**config.mk**
```make
export PLATFORM = sky130hd
export DESIGN_NAME = mcdt_arbiter
export DESIGN_NICKNAME = d
export VERILOG_FILES = /design/src/rtl/mcdt_arbiter.sv
export SDC_FILE = /design/constraint.sdc
export NUM_CORES = 1
export LEC_CHECK = 0
export CAP_MARGIN = 20
export CORE_ASPECT_RATIO = 1.5
export CORE_MARGIN = 5
export CORE_UTILIZATION = 38
export CTS_BUF_LIST = sky130_fd_sc_hd__clkbuf_4
export DETAILED_ROUTE_END_ITERATION = 12
export GPL_TIMING_DRIVEN = 0
export PLACE_DENSITY = 0.83
export REMOVE_ABC_BUFFERS = 1
export SETUP_SLACK_MARGIN = 0.05
export SYNTH_ARGS = -nofsm -noshare
export SYNTH_HDL_FRONTEND = slang
export SYNTH_SLANG_ARGS = --single-unit
```
**constraint.sdc**
```tcl
create_clock -name clk_i -period 2.25 [get_ports clk_i]
set_clock_uncertainty 0.1 [all_clocks]
set_input_delay 0.3375 -clock clk_i [delete_from_list [all_inputs] [get_ports clk_i]]
set_output_delay 0.3375 -clock clk_i [all_outputs]
set_load 0.02 [all_outputs]
```
**src/rtl/mcdt_arbiter.sv**
```systemverilog
`default_nettype none
// ============================================================================
// Module   : mcdt_arbiter
// Purpose  : Three-channel burst arbiter between the per-channel slave FIFOs
//            and the MCDT output formatter. One channel is granted at a time
//            for up to cfg_burst_i words. The granted show-ahead FIFO is
//            popped, and its words are forwarded on a registered output
//            stream tagged with the source channel id. Round-robin or fixed
//            priority (ch0 > ch1 > ch2) arbitration is selected at run time.
//
// Ports    : clk_i        - clock, rising edge
//            rst_i        - synchronous, active-high reset
//            chN_req_i    - channel N FIFO not empty (N = 0..2)
//            chN_data_i   - channel N FIFO head word, valid while chN_req_i
//            chN_ack_o    - pop strobe to channel N FIFO
//            cfg_mode_i   - 0 = round-robin, 1 = fixed priority
//            cfg_burst_i  - maximum words per grant (0 behaves as 1)
//            mcdt_data_o  - output word, zero when mcdt_val_o is low
//            mcdt_val_o   - output word valid, one cycle per word
//            mcdt_id_o    - source channel of the last output word
//            busy_o       - high while a grant is active
//
// Revision : 1.0 - initial release
// ============================================================================
module mcdt_arbiter #(
  parameter int DW = 32
) (
  input  logic          clk_i,
  input  logic          rst_i,

  input  logic          ch0_req_i,
  input  logic [DW-1:0] ch0_data_i,
  output logic          ch0_ack_o,

  input  logic          ch1_req_i,
  input  logic [DW-1:0] ch1_data_i,
  output logic          ch1_ack_o,

  input  logic          ch2_req_i,
  input  logic [DW-1:0] ch2_data_i,
  output logic          ch2_ack_o,

  input  logic          cfg_mode_i,
  input  logic [2:0]    cfg_burst_i,

  output logic [DW-1:0] mcdt_data_o,
  output logic          mcdt_val_o,
  output logic [1:0]    mcdt_id_o,
  output logic          busy_o
);

  // --------------------------------------------------------------------------
  // Constants and state encoding
  // --------------------------------------------------------------------------
  typedef enum logic [0:0] {
    IDLE  = 1'b0,
    BURST = 1'b1
  } state_e;

  localparam logic [1:0] C_CH0       = 2'd0;
  localparam logic [1:0] C_CH1       = 2'd1;
  localparam logic [1:0] C_CH2       = 2'd2;
  localparam logic       C_MODE_RR   = 1'b0;
  localparam logic [2:0] C_BLEN_MIN  = 3'd1;

  // --------------------------------------------------------------------------
  // Registers
  // --------------------------------------------------------------------------
  state_e        state_q, state_d;
  logic [1:0]    gnt_q,   gnt_d;
  logic [2:0]    cnt_q,   cnt_d;
  logic [2:0]    blen_q,  blen_d;
  logic [1:0]    ptr_q,   ptr_d;

  logic [DW-1:0] data_q,  data_d;
  logic          val_q,   val_d;
  logic [1:0]    id_q,    id_d;

  // --------------------------------------------------------------------------
  // Combinational helpers
  // --------------------------------------------------------------------------
  logic          w_req_any;
  logic [1:0]    w_fix_pick;
  logic [1:0]    w_rr_pick;
  logic [1:0]    w_winner;
  logic [2:0]    w_blen_cfg;
  logic          w_gnt_req;
  logic [DW-1:0] w_gnt_data;
  logic          w_ack_any;
  logic          w_last_word;
  logic [1:0]    w_ptr_next;

  assign w_req_any = ch0_req_i | ch1_req_i | ch2_req_i;

  // Fixed priority: lowest requesting index wins. The fall-through value is
  // only consumed when at least one request is present.
  always_comb begin
    w_fix_pick = C_CH2;
    if (ch0_req_i) begin
      w_fix_pick = C_CH0;
    end else if (ch1_req_i) begin
      w_fix_pick = C_CH1;
    end
  end

  // Round-robin: first requester scanning ptr, ptr+1, ptr+2 (mod 3).
  // ptr never holds 3; if it ever did, scanning from channel 0 is a safe
  // recovery.
  always_comb begin
    w_rr_pick = C_CH0;
    case (ptr_q)
      C_CH1: begin
        if      (ch1_req_i) w_rr_pick = C_CH1;
        else if (ch2_req_i) w_rr_pick = C_CH2;
        else                w_rr_pick = C_CH0;
      end
      C_CH2: begin
        if      (ch2_req_i) w_rr_pick = C_CH2;
        else if (ch0_req_i) w_rr_pick = C_CH0;
        else                w_rr_pick = C_CH1;
      end
      default: begin
        if      (ch0_req_i) w_rr_pick = C_CH0;
        else if (ch1_req_i) w_rr_pick = C_CH1;
        else                w_rr_pick = C_CH2;
      end
    endcase
  end

  assign w_winner   = (cfg_mode_i == C_MODE_RR) ? w_rr_pick : w_fix_pick;
  assign w_blen_cfg = (cfg_burst_i == 3'd0) ? C_BLEN_MIN : cfg_burst_i;

  // Request and head word of the granted channel. A grant value of 3 selects
  // nothing, so no ack can be produced from it.
  always_comb begin
    w_gnt_req  = 1'b0;
    w_gnt_data = '0;
    case (gnt_q)
      C_CH0: begin
        w_gnt_req  = ch0_req_i;
        w_gnt_data = ch0_data_i;
      end
      C_CH1: begin
        w_gnt_req  = ch1_req_i;
        w_gnt_data = ch1_data_i;
      end
      C_CH2: begin
        w_gnt_req  = ch2_req_i;
        w_gnt_data = ch2_data_i;
      end
      default: begin
        w_gnt_req  = 1'b0;
        w_gnt_data = '0;
      end
    endcase
  end

  // Acks are combinational from the registered grant so the FIFO pops in the
  // same cycle it presents its head word. Reset suppresses them immediately.
  assign w_ack_any = (state_q == BURST) && w_gnt_req && !rst_i;

  assign ch0_ack_o = w_ack_any && (gnt_q == C_CH0);
  assign ch1_ack_o = w_ack_any && (gnt_q == C_CH1);
  assign ch2_ack_o = w_ack_any && (gnt_q == C_CH2);

  assign w_last_word = (cnt_q == (blen_q - 3'd1));

  // Round-robin start index for the next arbitration: the channel after the
  // one that just released.
  always_comb begin
    case (gnt_q)
      C_CH0:   w_ptr_next = C_CH1;
      C_CH1:   w_ptr_next = C_CH2;
      default: w_ptr_next = C_CH0;
    endcase
  end

  // --------------------------------------------------------------------------
  // Next-state logic
  // --------------------------------------------------------------------------
  always_comb begin
    state_d = state_q;
    gnt_d   = gnt_q;
    cnt_d   = cnt_q;
    blen_d  = blen_q;
    ptr_d   = ptr_q;

    case (state_q)
      IDLE: begin
        // Configuration is sampled only here, so mid-burst changes take
        // effect at the next grant.
        if (w_req_any) begin
          gnt_d   = w_winner;
          cnt_d   = 3'd0;
          blen_d  = w_blen_cfg;
          state_d = BURST;
        end
      end
      default: begin
        if (gnt_q == 2'd3) begin
          // Illegal grant: fall back to IDLE without touching the pointer.
          state_d = IDLE;
        end else if (w_ack_any) begin
          if (w_last_word) begin
            state_d = IDLE;
            ptr_d   = w_ptr_next;
          end else begin
            cnt_d   = cnt_q + 3'd1;
          end
        end else begin
          // Granted FIFO ran empty: release early, possibly with 0 words.
          state_d = IDLE;
          ptr_d   = w_ptr_next;
        end
      end
    endcase
  end

  // Output stream register: data is zeroed on idle cycles, id holds the
  // source of the most recent word.
  always_comb begin
    val_d  = w_ack_any;
    data_d = w_ack_any ? w_gnt_data : '0;
    id_d   = w_ack_any ? gnt_q : id_q;
  end

  // --------------------------------------------------------------------------
  // State and output registers
  // --------------------------------------------------------------------------
  always_ff @(posedge clk_i) begin
    if (rst_i) begin
      state_q <= IDLE;
      gnt_q   <= C_CH0;
      cnt_q   <= 3'd0;
      blen_q  <= C_BLEN_MIN;
      ptr_q   <= C_CH0;
      data_q  <= '0;
      val_q   <= 1'b0;
      id_q    <= C_CH0;
    end else begin
      state_q <= state_d;
      gnt_q   <= gnt_d;
      cnt_q   <= cnt_d;
      blen_q  <= blen_d;
      ptr_q   <= ptr_d;
      data_q  <= data_d;
      val_q   <= val_d;
      id_q    <= id_d;
    end
  end

  assign mcdt_data_o = data_q;
  assign mcdt_val_o  = val_q;
  assign mcdt_id_o   = id_q;
  assign busy_o      = (state_q == BURST);

endmodule
`default_nettype wire
```
## After elaboration in Yosys (flattened, before gate mapping)

Cells that the tools add are included.

| storage, ports and cells | value |
|---|---|
| bits in registers | 46 |
| latch bits | 0 |
| bits in writable memories | 0 |
| ROM bits | 0 |
| bits of input ports | 105 |
| output and inout port bits | 39 |
| word-level logic and storage cells | 62 |
| memories | 0 |

| cells by class | value |
|---|---|
| $add $sub $neg | 2 |
| multipliers | 0 |
| div/mod/pow operators | 0 |
| $lt $le $gt $ge | 0 |
| eq/ne operators | 10 |
| shift-type cells | 0 |
| muxes and demuxes | 24 |
| bitwise gates (word level) | 5 |
| reduce and logical (&&, ||, !) cells | 13 |

Operators by type and width:

| cell | count |
|---|---|
| one-hot mux 32 bit (3 select lines) | 1 |
| two-way mux 3 bit | 6 |
| two-way mux 2 bit | 8 |
| one-hot mux 2 bit (2 select lines) | 2 |
| equality test 2 bit, second input constant | 3 |
| two-way mux 1 bit | 6 |
| logical AND 1 bit | 5 |
| equality test 2 x 1 -> 1 bit, second input constant | 2 |
| inequality test 2 x 1 -> 1 bit, second input constant | 2 |
| inequality test 2 bit, second input constant | 2 |
| AND reduction 4 bit | 1 |
| adder 3 x 1 -> 3 bit, second input constant | 1 |
| equality test 3 bit | 1 |
| logical NOT 3 bit | 1 |
| inverter 1 bit | 3 |
| one-hot mux 1 bit (3 select lines) | 1 |
| AND reduction 3 bit | 1 |
| subtractor 3 x 1 -> 3 bit, second input constant | 1 |
| logical NOT 2 bit | 1 |
| bitwise OR 1 bit | 2 |
| AND reduction 2 bit | 1 |
| nonzero test 2 bit | 1 |
| OR reduction 2 bit | 1 |
| logical NOT 1 bit | 1 |

## Depth between registers and ports, before layout

| logic depth | value |
|---|---|
| word-level depth | 7 |
| depth in mapped cells | 7 |
| gate-level depth less buffers | 6 |

## Worst setup path after synthesis

No wires, ideal clock.

| path | value |
|---|---|
| path type | reg-to-output |
| start point | reg state_q, in the netlist busy_o |
| end point | out ch0_ack_o |
| data arrival time | 1.674 ns |
| data required time | 1.812 ns |
| path slack | 0.139 ns |
| stages on the path, launching flop included | 7 |
| path buffers | 2 |
| cells stage by stage | dfxtp_1 buf_2 nand4b_1 o21ai_4 nand2b_1 buf_2 nor3_1 |

| between the ends | value |
|---|---|
| cells in the longest elaborated chain, start to end | 3 |

Ends and longest elaborated chain:

| what | line | RTL |
|---|---|---|
| start: declaration | 69 | `state_e state_q, state_d;` |
| start signal: assignment | 241 | `state_q <= state_d;` |
| logical AND 1 bit (2 in series) | 160 | `assign w_ack_any = (state_q == BURST) && w_gnt_req && !rst_i;` |
| logical AND 1 bit | 162 | `assign ch0_ack_o = w_ack_any && (gnt_q == C_CH0);` |
| end: declaration | 33 | `output logic ch0_ack_o,` |

Every way passes these cells.

## Final worst setup path

| path | value |
|---|---|
| start point | reg gnt_q[0] |
| end point | out ch0_ack_o |

| between the ends | value |
|---|---|
| cells in the longest elaborated chain, start to end | 5 |
| elaborated cells on any way between the ends | 7 |
| classes of those cells | eq/ne (2); mux (1); reduce/logical (4) |

Ends and longest elaborated chain:

| what | line | RTL |
|---|---|---|
| start: declaration | 70 | `logic [1:0] gnt_q, gnt_d;` |
| start signal: assignment | 242 | `gnt_q <= gnt_d;` |
| equality test 2 bit (tied with other cells) | 138 | `case (gnt_q)` |
| one-hot mux 1 bit (3 select lines) | 138 |  |
| logical AND 1 bit (2 in series) | 160 |  |
| logical AND 1 bit * | 162 |  |

Mark *: on every way between the ends. The rest lies on a longest branch, timed or not.

==> metrics.txt <==
Worst Hold Launch=blen_q[1]$_SDFFE_PP0P_; Total Power=2.23 mW; layout cell share with drive strength beyond 1=9.22%; flop-to-flop setup slack=between 0.3 and 0.4 ns; H-tree depth=2; multi-input logic area=~1300 um2; max-slew violations=0; I/O pins=144; Syn Area/Cell=between 8 and 9 um2; # diodes=0; row count=34; port buffer count=between 100 and 150; Startpoint Class=register; Routed WL=roughly 7700 um; sequential area share after synthesis=39.9%; vias per cell=5.13; Critical Path Fanout Max=13; final worst slack=0.0978 ns; filler instances=between 400 and 500; Vias=2,538; RSZ-0062 raised after global routing=yes; first-pass GRT wire length=11,600 um; DR iter-0 viols=between 80 and 90; worst slew pin tran=0.531 ns; hold_buf cts=0; GRT Util Overall=about a fifth; Fin. Hold Viols=0; core area=just under 6000 um2; Seq pwr share=slightly above 40%; Core Util, Final=~70%; Data required, critical path=~1.8 ns; Peak VDD IR=0.340 mV; FF/Latch Area=a little over 900 um2; critical path arrival=1.71 ns; clk_lat worst skew=approximately 0.33 ns; Slew HR=between 60% and 70%; run status=finished, final reports clean; Max clock buf depth=2; Sink Count=between 40 and 50; total die area=just under 8000 um2; drt drc=0; EDFF count, synth=0; routability cong.=around 0.74; Initial Utilization=between 30% and 40%; maximum clock frequency=0.465 GHz; Final ANT Viol Nets=0; Detailed Place HPWL=about 6000 um; antenna violations before repair=0; Sw Ratio=a little under a third; Post-synth top flop=dfxtp_1; vias in the first global route=between 2,000 and 3,000; pre-CTS setup slack=-1.11 ns; Synth Instances=approximately 280; Die Wd=~74 um; nature of the critical path endpoint=output port; synthesis-to-layout area growth=76.4%; Clock Power Share=around 17%; P_int=1.52 mW; fin crit period=roughly 2.2 ns; grt total ovfl=0; Yosys Warn Count=0; die height=around 110 um; Worst Setup SP=gnt_q[0]$_SDFFE_PP0P_; crit path kind=register to output port; Post-synth ARST share=0%; CTS tree=yes; clk slew on worst S/H paths=roughly 0.12 ns; drt pass-1 iters=4; Leakage=around 1.6 nW; Psw=around 0.71 mW; pwr dens=about 550 nW/um2; worst hold-check path type=register to register; Logic pwr share=a little over two fifths; Synth cell types=42; Final period util=95.7%; nets@finish=532; r2r startpoint=blen_q[0]$_SDFFE_PP1P_; wire length per cell=approximately 16 um; clock root buffer=clkbuf_4; largest net degree at the start of global routing=27; count of state elements after synthesis=between 40 and 50; total CTS buffers=5; endpoints failing setup=0; Max-Cap Viols=0; mapped cell area=about 2300 um2
metrics by stage:
stage,TNS [ns],hold slack (ns),instances,cell area (um2)
5_1_grt,-0.0487,0.370,495,4070
2_1_floorplan,-32.14,0.307,257,2200
6_report,0,0.368,495,4070
4_1_cts,0,0.370,490,3960
3_5_place_dp,-6.03,0.351,476,3830
3_3_place_gp,-65.12,0.348,472,3720
synth_stat cells, types with 2 or more instances:
library cell	n	share of area [%]
mux2i_1	34	15
nand2b_1	5	1.4
a211oi_1	4	1.3
and3_1	2	0.54
a21oi_1	40	8.7
nand3_1	2	0.43
buf_4	2	0.65
o21bai_1	2	0.65
nand2_1	7	1.1
buf_6	3	1.5
buf_1	2	0.33
nor2_1	73	12
nor2b_1	2	0.54
nand3b_1	2	0.65
xor2_1	3	1.1
nor3_1	3	0.65
ha_1	4	2.2
dfxtp_1	46	40
inv_1	7	1.1
buf_2	4	0.87
clkbuf_1	8	1.3
worst max-delay path: stages (launching register included):
cell      delay (ns)
dfxtp_4         0.40
buf_16          0.13
nand4b_1        0.19
o21ai_4         0.13
nand2b_4        0.09
buf_16          0.16
nor3_4          0.13
buf_6           0.14
per-layer routing:
| metal | track usage [%] | vias up | part of all wire (%) |
|---|---|---|---|
| met5 | 0 | - | 0 |
| met1 | 17.7 | 1186 | 32 |
| li1 | - | 1235 | - |
| met4 | 4.66 | 0 | 1.4 |
| met3 | 7.14 | 9 | 9.7 |
| met2 | 36.9 | 108 | 57 |
cells by family (layout without fill, tap and decap cells):
family                   after synthesis  count (layout)  synth area share, %
AND/OR/NAND/NOR                      103             103                 19.6
AO/OA/AOI/OAI                         58              58                 15.5
flip-flops                            46              46                 39.9
multiplexers                          34              34                 14.8
buffers and inverters                 27             174                 5.91
adder cells (fa/ha/maj)                4               4                 2.17
XOR/XNOR                               4               4                 2.12
power by group through the flow:
stage | clock network [mW] | logic (mW) | registers, mW
after floorplan | 0 | 0.363 | 1.02
after global placement | 0 | 0.739 | 0.994
after CTS | 0.393 | 0.905 | 0.913
final | 0.374 | 0.943 | 0.915
after global routing | 0.438 | 1.02 | 0.924
after detailed placement | 0 | 0.836 | 0.958
final timing paths:
| check | to | cells after the start |
|---|---|---|
| min reg2reg | blen_q[1]$_SDFFE_PP0P_ | 2 |
| max | ch0_ack_o | 7 |
| max reg2reg | ptr_q[0]$_SDFFE_PP0P_ | 6 |
| min | blen_q[1]$_SDFFE_PP0P_ | 2 |
cells in the final DEF, fill, tap and decap left out, types with 2 or more instances in the layout:
master,instances
nand2b_1,3
nand2b_4,2
nor3_1,2
clkbuf_16,2
nand3b_1,2
xor2_1,3
nand2_1,7
a211oi_1,4
mux2i_1,33
buf_4,10
inv_1,7
buf_6,2
buf_16,3
dfxtp_1,43
clkdlybuf4s50_1,136
dfxtp_4,3
nor2_1,72
a21oi_1,40
clkbuf_4,7
o21bai_1,2
nand3_1,2
dlygate4sd2_1,2
ha_1,4
and3_1,2
dlymetal6s2s_1,3
registers in the layout (all words and copies together) (netlist names):
register and cells:
mcdt_id_o 2, blen_q 3, ptr_q 2, busy_o 1
gnt_q 2, mcdt_data_o 32, cnt_q 3, mcdt_val_o 1
final cells by class:
cell class / count / share of cell area, %
Multi-Input combinational cell: 203 / 31.9
Clock buffer: 7 / 1.29
Sequential cell: 46 / 22.9
Tap cell: 72 / 2.21
Timing Repair Buffer: 159 / 40.9
Inverter: 8 / 0.738
repair_timing:
action / 4_1_cts / 5_1_grt
gates resized for setup: 22 / 10
setup buffers: 7 / 3
cloned: 0 / 2
pin swaps: 1 / 2
setup endpoints to repair: 35 / 2
Power figures use the tool's default switching activity.
